===== config.mk =====
export PLATFORM = sky130hd
export DESIGN_NAME = flag_regfile
export DESIGN_NICKNAME = d
export VERILOG_FILES = /design/src/rtl/flag_pkg.sv /design/src/rtl/flag_stack.sv /design/src/rtl/flag_regfile.sv
export SDC_FILE = /design/constraint.sdc
export NUM_CORES = 1
export LEC_CHECK = 0
export BUFFER_PORTS_ARGS = -buffer_cell sky130_fd_sc_hd__clkbuf_2
export CELL_PAD_IN_SITES_DETAIL_PLACEMENT = 0
export CELL_PAD_IN_SITES_GLOBAL_PLACEMENT = 2
export CORE_MARGIN = 4
export CORE_UTILIZATION = 15
export CTS_BUF_LIST = sky130_fd_sc_hd__clkbuf_4 sky130_fd_sc_hd__clkbuf_8
export DETAILED_ROUTE_END_ITERATION = 7
export PLACE_DENSITY_LB_ADDON = 0.1
export SLEW_MARGIN = 15
export SYNTH_ARGS = -nofsm -noshare
export SYNTH_HDL_FRONTEND = slang
export SYNTH_SLANG_ARGS = --single-unit

===== constraint.sdc =====
create_clock -name clk -period 1 [get_ports clk]
set_clock_uncertainty 0.1 [all_clocks]
set_input_delay 0.2 -clock clk [delete_from_list [all_inputs] [get_ports clk]]
set_output_delay 0.2 -clock clk [all_outputs]
set_load 0.005 [all_outputs]

===== src/rtl/flag_pkg.sv =====
// flag_pkg: shared op, flag-index and branch-condition encodings for flag_regfile (stack option FLAG_STACK_EN)
package flag_pkg;
  typedef enum logic [1:0] {FLAG_LOAD, FLAG_SET, FLAG_CLR, FLAG_TGL} flag_op_e;
  typedef enum logic [2:0] {
    COND_ALWAYS, COND_C, COND_NC, COND_Z, COND_NZ, COND_N, COND_V, COND_HI
  } cond_e;
  localparam int FLAG_C = 0;
  localparam int FLAG_Z = 1;
  localparam int FLAG_N = 2;
  localparam int FLAG_V = 3;
endpackage


===== src/rtl/flag_stack.sv =====
// flag_stack: LIFO shadow stack of flag words with count, full/empty and a sticky misuse error
module flag_stack #(
  parameter int NFLAGS = 4,
  parameter int DEPTH = 4,
  parameter int CW = $clog2(DEPTH + 1)
) (
  input  logic              clk,
  input  logic              reset,
  input  logic              enable,
  input  logic              push,
  input  logic              pop,
  input  logic [NFLAGS-1:0] din,
  output logic [NFLAGS-1:0] top,
  output logic [CW-1:0]     count,
  output logic              full,
  output logic              empty,
  output logic              err,
  output logic              pop_ok
);
  localparam int AW = DEPTH > 1 ? $clog2(DEPTH) : 1;
  logic [NFLAGS-1:0] mem [DEPTH];
  logic push_ok, bad;
  logic [AW-1:0] wr_addr, rd_addr;
  assign full = count == CW'(DEPTH);
  assign empty = count == '0;
  assign push_ok = enable & push & ~pop & ~full;
  assign pop_ok = enable & pop & ~push & ~empty;
  assign bad = enable & ((push & pop) | (push & full) | (pop & empty));
  assign wr_addr = AW'(count);
  assign rd_addr = AW'(count - CW'(1));
  assign top = mem[rd_addr];
  always_ff @(posedge clk or posedge reset) begin
    if (reset) begin
      count <= '0;
      err <= 1'b0;
    end else begin
      if (push_ok) count <= count + CW'(1);
      else if (pop_ok) count <= count - CW'(1);
      if (bad) err <= 1'b1;
    end
  end
  // contents need no reset: count alone decides what is visible
  always_ff @(posedge clk) begin
    if (push_ok) mem[wr_addr] <= din;
  end
endmodule


===== src/rtl/flag_regfile.sv =====
// flag_regfile: masked load/set/clear/toggle status flags with branch-condition evaluator
// Optional shadow stack built when FLAG_STACK_EN is defined.
module flag_regfile
  import flag_pkg::*;
#(
  parameter int NFLAGS = 4,
  parameter int DEPTH = 4
) (
  input  logic                         clk,
  input  logic                         reset,
  input  logic                         enable,
  input  logic [1:0]                   op,
  input  logic [NFLAGS-1:0]            mask,
  input  logic [NFLAGS-1:0]            din,
  input  logic                         push,
  input  logic                         pop,
  input  logic [2:0]                   cond_sel,
  output logic [NFLAGS-1:0]            flags,
  output logic                         cond_true,
  output logic [$clog2(DEPTH+1)-1:0]   stk_count,
  output logic                         stk_full,
  output logic                         stk_empty,
  output logic                         stk_err
);
  flag_op_e opc;
  logic [NFLAGS-1:0] opv, upd, nxt, stk_top;
  logic [3:0] f4;
  logic [7:0] cv;
  logic pop_ok;
  assign opc = flag_op_e'(op);
`ifdef FLAG_STACK_EN
  flag_stack #(.NFLAGS(NFLAGS), .DEPTH(DEPTH)) u_stack (
    .clk(clk), .reset(reset), .enable(enable), .push(push), .pop(pop),
    .din(flags), .top(stk_top), .count(stk_count), .full(stk_full),
    .empty(stk_empty), .err(stk_err), .pop_ok(pop_ok)
  );
`else
  logic unused_stack;
  assign unused_stack = ^{push, pop};
  assign stk_top = '0;
  assign pop_ok = 1'b0;
  assign stk_count = '0;
  assign stk_full = 1'b0;
  assign stk_empty = 1'b1;
  assign stk_err = 1'b0;
`endif
  always_comb begin
    opv = opc == FLAG_LOAD ? din : opc == FLAG_SET ? '1 : opc == FLAG_CLR ? '0 : ~flags;
    upd = (flags & ~mask) | (opv & mask);
    nxt = pop_ok ? stk_top : upd;
  end
  always_ff @(posedge clk or posedge reset) begin
    if (reset) flags <= '0;
    else if (enable) flags <= nxt;
  end
  // flags beyond NFLAGS read as zero
  assign f4 = 4'(flags);
  assign cv = {f4[FLAG_C] & ~f4[FLAG_Z], f4[FLAG_V], f4[FLAG_N], ~f4[FLAG_Z],
               f4[FLAG_Z], ~f4[FLAG_C], f4[FLAG_C], 1'b1};
  assign cond_true = cv[cond_sel];
endmodule


### Word-level counts from Yosys, hierarchy flattened

Cells that the tools add are included.

* register bits after elaboration: 4
* logic and storage cells: 18

* magnitude comparators: 1
* equality and inequality tests: 2
* multiplexer cells: 5
* bitwise operators: 8
* reduce and logical (&&, ||, !) cells: 1

Operators with widths (count)
* $mux W4: 3
* $and A4 B4 Y4: 2
* $not A4 Y4: 2
* $lt A3 B4 Y1 const B: 1
* $or A4 B4 Y4: 1
* $bmux W1 S3: 1
* $eq A2 B1 Y1 const B: 1
* $eq A2 B2 Y1 const B: 1
* $logic_not A2 Y1: 1
* $not A1 Y1: 2
* $and A1 B1 Y1: 1
* $mux W1: 1

### Depth between registers and ports, before layout

* depth in word-level cells: 6
* gate-level depth with buffers: 3

### Worst setup path before layout

No wires, ideal clock.

* path kind: register -> output
* from: reg with a tool-made name
* to: out cond_true
* arrival: 825 ps
* required time: 700 ps
* path slack: -125 ps
* cell stages (with the launch flop): 4
* buffers on the path: 0
* path through: dfrtp_1 > nand3b_1 > o2111ai_1 > o211a_1

RTL lines
* end, declared: line flag_regfile.sv:19 `output logic cond_true,`

==> impl_metrics.py <==
metrics = {
    "worst_hold_path": {
        "hold_path_depth": 2,
        "min_from": "mask[1]",
        "hp-class": "input port to register",
    },
    "detailed_routing": {
        "vias": 387,
        "routed_wl_um": 907,
        "routedWlPerCell_um": 9.070,
        "ant_nets": 0,
        "drtIter0Drc": 1,
        "routed_via_density": 3.870,
        "first_pass_iters": 3,
        "drcViolationCount": 0,
    },
    "yosys": {
        "yosysUniqueCellTypes": 13,
        "async_flop_share": 1.000,
        "synthFlopType": "dfrtp_1",
        "yosysTopAreaCell": "dfrtp_1",
        "synthTopCellsByArea": "dfrtp_1, buf_4, a31oi_1",
        "synth.top_cell.area_share": 0.3101,
        "syn_inst": 43,
        "synth.most_common_cell": "nand2_1",
        "yosysSeqAreaShare": 0.3101,
        "synth_edf_count": 0,
        "yosys_warnings": 0,
        "netlist_top_cells_count": "nand2_1, a31oi_1, buf_4",
        "ys_seq_elements": 4,
        "avgSynthCellArea_um2": 7.507,
        "syn_area_um2": 322.8,
    },
    "floorplanning": {
        "start_util": 0.1613,
        "ios": 29,
        "dieArea_um2": 2958,
        "core-area_um2": 2002,
        "fp.dieW_um": 54.39,
        "num_rows": 16,
        "die_h_um": 54.39,
    },
    "timing": {
        "hold_viol": 0,
        "setup_viol": 7,
        "max_freq_mhz": 683.3,
        "finalCritPeriodShare": 1.463,
        "period_minus_slack_ps": 1463,
        "whs_ps": 80.25,
        "rsz0062_at_grt": "true",
        "report.final.slew_viol_count": 0,
        "fin_ws_ps": -463.5,
        "setup_tns_ps": -1124,
    },
    "clocking": {
        "clk_pin_slew_worst_paths_ps": 30,
        "insertion_delay_ps": 230,
        "cts_root_buf": "clkbuf_4",
        "cts_tree": "done",
        "cts_buffers": 3,
        "clk_path_buf_depth": 2,
        "cts-htree-levels": 1,
        "cts_sinks": 4,
    },
    "worst_setup_path": {
        "r2r_cells": 5,
        "max_stage_delay_ps": 410,
        "crit_chain": "nand3b_1, o2111ai_2, o211a_1, clkbuf_2",
        "critPathKind": "register to primary output",
        "arrival_ps": 1160,
        "r2r_slack_ps": -140,
        "crit_fanout": 6,
        "cp_top_family": "flip-flops",
        "worstSetupStartpointType": "register",
        "slowest_stage": "dfrtp_1",
        "critPathCaptureType": "primary output",
        "worst_ep_required_time_ps": 700,
        "cp_num_buf_inv": 1,
    },
    "layout": {
        "num-nets-final": 93,
        "n_antenna_cell": 0,
        "layout-drive-gt1-share": 0.4795,
        "syn_to_final_growth_pct": 72.87,
        "fin_area_um2": 558.0,
    },
    "global_routing": {
        "antenna_found_initial": 0,
        "grt_usage": 0.07384,
        "grt-ovfl-total": 0,
        "grt_pass1_vias": 385,
        "grt_pass1_wl_um": 1490,
        "grt_max_degree": 8,
    },
    "power_and_ir_drop": {
        "powerDensity_nw_per_um2": 1289,
        "p_total_uw": 719.5,
        "p_leak_uw": 0.0002837,
        "peakVddDrop_v": 0.0004041,
    },
    "placed_design": {
        "place_congestion": 0.6661,
        "port_buffers": 20,
        "place_area_um2": 471.7,
        "place.detailed.hpwl_um": 784.5,
    },
    "outcome": {
        "status": "complete, but fails checks",
        "violations": "setup timing",
    },
    "flow_run": {
        "maxCapViolations": 0,
    },
}
[cell usage in the layout, fill, tap and decap left out, drive strengths merged, types with 2 or more instances in the layout]
cell type,synthesis,routed
a31oi,6,6
buf,6,10
clkbuf,0,21
conb,2,6
dfrtp,4,4
inv,3,3
nand2,9,9
nor2b,2,2
o2111ai,2,2
o21ai,5,5
[power by group]
group / total [uW] / switching (uW) / internal [uW] / leakage, uW
clock: 189 / 55.2 / 133 / 0.0000138
sequential: 220 / 27.3 / 193 / 0.0000460
combinational: 311 / 125 / 186 / 0.000224
[worst max path at each step]
stage | end | slack [ps] | depth (start not counted)
final | cond_true | -460 | 4
after global routing | cond_true | -550 | 4
after CTS | cond_true | -490 | 4
after detailed placement | cond_true | -230 | 4
after global placement | cond_true | -210 | 4
after floorplan | cond_true | -120 | 3
[kinds of logic after synthesis]
| group | share of synthesized area |
|---|---|
| simple gates | 0.1861 |
| buf+inv | 0.1744 |
| flops | 0.3101 |
| other cells | 0.02326 |
| compound gates | 0.3062 |
[layer usage]
metal / vias to the layer above / part of all wire / global-route usage / routed length [um]
li1: 203 / - / - / -
met1: 158 / 0.46 / 0.09253 / 413
met2: 24 / 0.39 / 0.09363 / 354
met3: 2 / 0.12 / 0.008174 / 112
met4: 0 / 0.030 / 0.09959 / 27
met5: - / 0 / 0 / 0
[worst register-to-register path: stages, from the launching register on]
cell	delay (ps)
dfrtp_1	410
buf_4	150
buf_4	120
nand2_1	40
o21ai_0	70
a31oi_1	160
[stage by stage]
step / worst slack (ps) / instances / util
global route: -547.9 / 100 / 0.2788
floorplan: -120.2 / 47 / -
CTS: -485.8 / 100 / 0.2650
global placement: -210.3 / 94 / 0.2356
detailed placement: -225.2 / 94 / 0.2356
finish: -463.5 / 100 / 0.2788
[area by class of cell]
cell class	instances	area, um^2
Sequential cell	4	100.1
Multi-Input combinational cell	34	196.4
Inverter	3	11.26
Timing Repair Buffer	29	193.9
Clock buffer	3	22.52
Fill cell	237	1444
Tap cell	27	33.78
[repair_timing]
item	4_1_cts	5_1_grt
hold buffers	1	0
hold endpoints to repair	4	0
setup buffers	2	0
gates resized for setup	5	7
setup endpoints to repair	7	9
pin swaps	1	3
Note: power is estimated with default switching activity, not from simulation.
